<file path="config.mk">
export PLATFORM = sky130hd
export DESIGN_NAME = lane_gen
export DESIGN_NICKNAME = d
export VERILOG_FILES = /design/src/rtl/lane_gen.sv
export SDC_FILE = /design/constraint.sdc
export NUM_CORES = 1
export LEC_CHECK = 0
export ABC_AREA = 1
export CAP_MARGIN = 15
export CORE_MARGIN = 1.5
export CORE_UTILIZATION = 40
export CTS_CLUSTER_DIAMETER = 120
export DETAILED_ROUTE_END_ITERATION = 16
export MAX_ROUTING_LAYER = met4
export PLACE_DENSITY = 0.72
export SLEW_MARGIN = 5
export SYNTH_ARGS = -nofsm -noshare
export SYNTH_HDL_FRONTEND = slang
export SYNTH_SLANG_ARGS = --single-unit
</file>
<file path="constraint.sdc">
create_clock -name clk -period 2.4 [get_ports clk]
set_clock_uncertainty 0.1 [all_clocks]
set_input_delay 0.48 -clock clk [delete_from_list [all_inputs] [get_ports clk]]
set_output_delay 0.48 -clock clk [all_outputs]
set_load 0.03 [all_outputs]
</file>
<file path="src/rtl/lane_gen.sv">
// lane_gen: world-row generator for the vertical scroller.
// Holds NUM_LANES lanes (lane 0 on top, lane NUM_LANES-1 is the player row),
// each with a road/grass flag, a car direction and a car x position, plus the
// sub-lane scroll offset. Every time the offset crosses a lane boundary the
// lanes shift down by one and a pseudo-random lane enters at the top. Cars on
// road lanes advance CAR_STEP pixels per frame and wrap at SCREEN_W.
// LANE_H must be at most 64 so the offset fits in 6 bits; NUM_LANES must be
// at least 3 for the road-run limit.

module lane_gen #(
    parameter int NUM_LANES = 8,
    parameter int LANE_H    = 60,
    parameter int MOVE_AMT  = 2,
    parameter int CAR_STEP  = 3,
    parameter int SCREEN_W  = 640
) (
    input  logic                    clk,
    input  logic                    reset_n,
    input  logic                    move_followers,
    input  logic                    frame_tick,
    output logic [NUM_LANES-1:0]    lane_road,
    output logic [NUM_LANES-1:0]    lane_dir,
    output logic [10*NUM_LANES-1:0] car_x,
    output logic [5:0]              lane_offset,
    output logic                    new_lane
);

    // All position arithmetic is carried at 11 bits so sums such as
    // 639 + CAR_STEP cannot overflow before the wrap compare.
    localparam logic [10:0] LANE_H_11   = 11'(LANE_H);
    localparam logic [10:0] MOVE_AMT_11 = 11'(MOVE_AMT);
    localparam logic [10:0] CAR_STEP_11 = 11'(CAR_STEP);
    localparam logic [10:0] SCREEN_W_11 = 11'(SCREEN_W);
    localparam logic [15:0] LFSR_SEED   = 16'hACE1;
    localparam logic [15:0] LFSR_TAPS   = 16'hB400;

    localparam int XW = 10 * NUM_LANES;

    // ------------------------------------------------------------------
    // State
    // ------------------------------------------------------------------
    logic [15:0]          lfsr_q;
    logic [5:0]           offset_q;
    logic                 new_lane_q;
    logic [NUM_LANES-1:0] road_q;
    logic [NUM_LANES-1:0] dir_q;
    logic [XW-1:0]        x_q;

    // ------------------------------------------------------------------
    // Next-state signals
    // ------------------------------------------------------------------
    logic [15:0]          lfsr_d;
    logic [10:0]          offset_sum;
    logic                 wrap;
    logic [5:0]           offset_d;
    logic [XW-1:0]        moved_x;
    logic                 run_full;
    logic                 ins_road;
    logic                 ins_dir;
    logic [9:0]           ins_x;
    logic [NUM_LANES-1:0] road_d;
    logic [NUM_LANES-1:0] dir_d;
    logic [XW-1:0]        x_d;

    // Galois LFSR, x^16+x^14+x^13+x^11: shift right, fold the tap mask in
    // whenever a one falls out of bit 0.
    assign lfsr_d = {1'b0, lfsr_q[15:1]} ^ (lfsr_q[0] ? LFSR_TAPS : 16'h0000);

    // Offset advance and lane-boundary detection. Each high cycle of
    // move_followers counts as one scroll step.
    assign offset_sum = 11'(offset_q) + MOVE_AMT_11;
    assign wrap       = move_followers && (offset_sum >= LANE_H_11);

    always_comb begin
        offset_d = offset_q;
        if (wrap) begin
            offset_d = '0;
        end else if (move_followers) begin
            offset_d = 6'(offset_sum);
        end
    end

    // Horizontal car motion per lane. Only road lanes move; grass lanes
    // keep their stored x untouched.
    for (genvar g = 0; g < NUM_LANES; g++) begin : g_motion
        logic [10:0] x_ext;
        logic [10:0] fwd;
        logic [10:0] fwd_wrapped;
        logic [10:0] back;
        logic [10:0] back_wrapped;
        logic        moving;

        assign x_ext        = {1'b0, x_q[10*g +: 10]};
        assign fwd          = x_ext + CAR_STEP_11;
        assign fwd_wrapped  = fwd - SCREEN_W_11;
        assign back         = x_ext - CAR_STEP_11;
        assign back_wrapped = x_ext + SCREEN_W_11 - CAR_STEP_11;
        assign moving       = frame_tick && road_q[g];

        assign moved_x[10*g +: 10] =
            !moving   ? x_q[10*g +: 10] :
            dir_q[g]  ? ((fwd >= SCREEN_W_11)  ? 10'(fwd_wrapped)  : 10'(fwd)) :
                        ((x_ext < CAR_STEP_11) ? 10'(back_wrapped) : 10'(back));
    end

    // Candidate top lane. Three roads already stacked at the top force a
    // plain grass lane so the player never faces four roads in a row.
    assign run_full = road_q[0] & road_q[1] & road_q[2];
    assign ins_road = lfsr_q[0] & ~run_full;
    assign ins_dir  = lfsr_q[1] & ~run_full;
    assign ins_x    = run_full ? 10'd0 : {1'b0, lfsr_q[10:2]};

    // Lane contents: motion always applies first; on a wrap the moved lanes
    // slide down one slot, the bottom lane drops out and the raw LFSR lane
    // enters at the top.
    // NOTE: every signal assigned in an always_comb gets a default on the
    // first lines so no path leaves it unassigned, which would infer a latch.
    always_comb begin
        road_d = road_q;
        dir_d  = dir_q;
        x_d    = moved_x;
        if (wrap) begin
            road_d = {road_q[NUM_LANES-2:0], ins_road};
            dir_d  = {dir_q[NUM_LANES-2:0], ins_dir};
            x_d    = {moved_x[XW-11:0], ins_x};
        end
    end

    // Free-running LFSR; its value at the wrap edge depends on player timing.
    // NOTE: sequential state uses non-blocking assignments so every flop
    // samples the pre-edge values, independent of block ordering.
    always_ff @(posedge clk or negedge reset_n) begin
        if (!reset_n) begin
            lfsr_q <= LFSR_SEED;
        end else begin
            lfsr_q <= lfsr_d;
        end
    end

    // Scroll offset and the one-cycle new-lane strobe.
    always_ff @(posedge clk or negedge reset_n) begin
        if (!reset_n) begin
            offset_q   <= '0;
            new_lane_q <= 1'b0;
        end else begin
            offset_q   <= offset_d;
            new_lane_q <= wrap;
        end
    end

    // Lane shift register; reset leaves every lane as parked grass.
    always_ff @(posedge clk or negedge reset_n) begin
        if (!reset_n) begin
            road_q <= '0;
            dir_q  <= '0;
            x_q    <= '0;
        end else begin
            road_q <= road_d;
            dir_q  <= dir_d;
            x_q    <= x_d;
        end
    end

    assign lane_road   = road_q;
    assign lane_dir    = dir_q;
    assign car_x       = x_q;
    assign lane_offset = offset_q;
    assign new_lane    = new_lane_q;

endmodule

</file>
==> impl_metrics.toml, run 1 <==
[outcome]
outcome = "complete, no violations"

[min_path]
hp-class = "reg -> reg"

[setup_path]
critPathSlowestCell = "clkdlybuf4s50_1"
setup.worst_path.start_class = "flop"
arrival_ns = 1.78
end_kind = "output port"
critPathBufInv = 1
max_stage_delay_ns = 0.76
crit_family = "buffers and inverters"
crit_type = "reg -> out"
worstPathRequired_ns = 1.82
path_cells = "clkdlybuf4s50_1"
crit_fanout = 9

[layout]
multi_input_area_um2 = 6060
utilization_pct = 51.3
diodes = 0
drive_gt1_share_pct = 11.6
ff_latch_area_um2 = 2970
final_common_cell = "nand2_1"
layout_common_cells = "nand2_1 (457), inv_1 (182), nand3_1 (143)"
stdcell_count = 2012
fill_cells = 2423
nets = 1712
syn2layout_area_growth_pct = 26.6

[synth]
synth-seq-cells = 118
ys_seq_area_share_pct = 30.3
synth_nets = 1566
synth_area_leaders = "dfrtp_1 (28%), nand2_1 (18%), nand3_1 (7.6%), inv_1 (7.3%), o21ai_0 (6.8%)"
netlist_area_um2 = 9790
ys_types = 46
synthCells = 1529
yosysWarnings = 0
synth_top_area_share_pct = 28.1
syn_avg_cell_area_um2 = 6.40
yosys.area.top_type = "dfrtp_1"

[drt]
first_pass_iters = 5
drt_iter0_drc = 786
drc = 0
vias = 10571
postRouteWirelength_mm = 30.1
viasPerCell = 5.25
antenna_left = 0
wl_per_cell_um = 15.0

[floorplan]
initial_core_util_pct = 40.5
ioPinCount = 107
die_y_um = 159
die_width_um = 159
rows = 57
core_um2 = 24200
die-area_um2 = 25400

[place]
place.gp.congestion = 0.947
dpl.cell_count = 1972
dp_hpwl_mm = 23.1
io_buffers = 105

[cts]
cts_root_buf = "clkbuf_16"
clk_latency_ns = 0.43
cts_buffer_depth = 2
cts.sink_count = 118
cts_tree = "yes"
path_clk_slew_ns = 0.06
cts_inserted_buffers = 17
htree_levels = 4

[timing]
fmax_ghz = 0.423
setup_viol = 0
period_needed_ns = 2.36
period_share_pct = 98.4
fin_setup_tns_ns = 0
hold_violations = 0
report.final.slew_viol_count = 0
rsz0062_at_grt = "yes"

[power]
leakage_nw = 6.02
peakVddDrop_uv = 716
pwr_density_cell_nw_per_um2 = 1340
total_power_mw = 16.6

[global_route]
grt_pass1_vias = 9970
grt_first_pass_wirelength_mm = 49.1
grt_overflow = 0
grt_start_max_net_pins = 71
antenna_found_initial = 0
grt_usage_pct = 24.4

[flow_run]
drv_cap = 0
==> worst paths after layout <==
check | from | to | slack, ns | depth (start not counted)
max | lane_dir[1] | lane_dir[1] | 0.04 | 1
min | lfsr_q[12] | lfsr_q[11] | 0.25 | 0
max reg2reg | car_x[0] | car_x[17] | 0.16 | 13
min reg2reg | lfsr_q[12] | lfsr_q[11] | 0.25 | 0
max in group asynchronous | reset_n | car_x[63] | 1.09 | 3
min in group asynchronous | reset_n | car_x[25] | 0.37 | 2
==> per-layer routing <==
layer | part of all wire [%] | vias up | global-route usage, %
met5 | 0 | - | -
met4 | 1.9 | 0 | 7.25
met3 | 5.7 | 39 | 4.64
met2 | 49 | 320 | 40.4
met1 | 43 | 4942 | 30.0
li1 | - | 5270 | -
==> flip-flops by register name, indices dropped and copies added, names as in the netlist <==
signal       flops
lane_dir         8
car_x           80
new_lane         1
lane_road        8
lane_offset      5
lfsr_q          16
==> through the flow <==
stage          instance area (um^2)  worst slack, ns  hold slack, ns
2_1_floorplan                  9800           0.0112          0.0844
3_3_place_gp                  11500           0.0440           0.241
3_5_place_dp                  11500          -0.0113           0.246
4_1_cts                       12200           0.0143           0.250
5_1_grt                       12400          -0.0416           0.259
6_report                      12400           0.0386           0.249
==> kinds of logic after synthesis <==
| kind of cell | share of synthesized area (%) |
|---|---|
| compound gates | 15.6 |
| xor+xnor | 4.38 |
| fa+ha+maj | 4.22 |
| buf+inv | 9.62 |
| flops | 30.3 |
| mux | 0.716 |
| other cells | 0.0383 |
| simple gates | 35.1 |
==> area by class of cell <==
class	instances	area share, %
clock buffer	20	3.60
clock inverter	12	1.44
tap	324	3.27
timing repair buffer	171	12.9
sequential	118	24.0
multi-input combinational	1169	48.9
inverter	198	6.00
==> cell usage after synthesis (all sizes together) <==
master	count
a31oi	11
mux2i	7
nor2	139
clkinv	2
ha	33
nand4	21
nor3b	1
conb	1
o22ai	5
o21ai	143
a21o	1
a21oi	63
o311ai	1
xnor2	3
a22o	4
inv	196
o211ai	28
nand2	472
nor3	18
buf	20
nand3	150
nor4	3
o31ai	4
nand3b	1
or2	4
xor2	46
o221ai	4
a21boi	5
a32o	1
dfrtp	110
dfstp	8
clkbuf	24
==> power by group <==
part           switching [mW]  internal (mW)
registers                1.09           2.65
logic                    6.32           3.78
clock network           0.973           1.76
total                    8.39           8.19
==> repair_timing <==
action	CTS	global route
endpoints found under the hold margin	16	0
gates resized for setup	2	54
setup endpoints to repair	5	35
pin swaps	0	13
setup buffers	0	7
gates cloned	0	0
hold buffers	1	0
Power figures use the tool's default switching activity.
==> run 2: changes to the inputs <==
- CAP_MARGIN: 15 -> 10
==> results of run 2 <==
No change in the layout: final DEF, timing and power equal those of run 1.
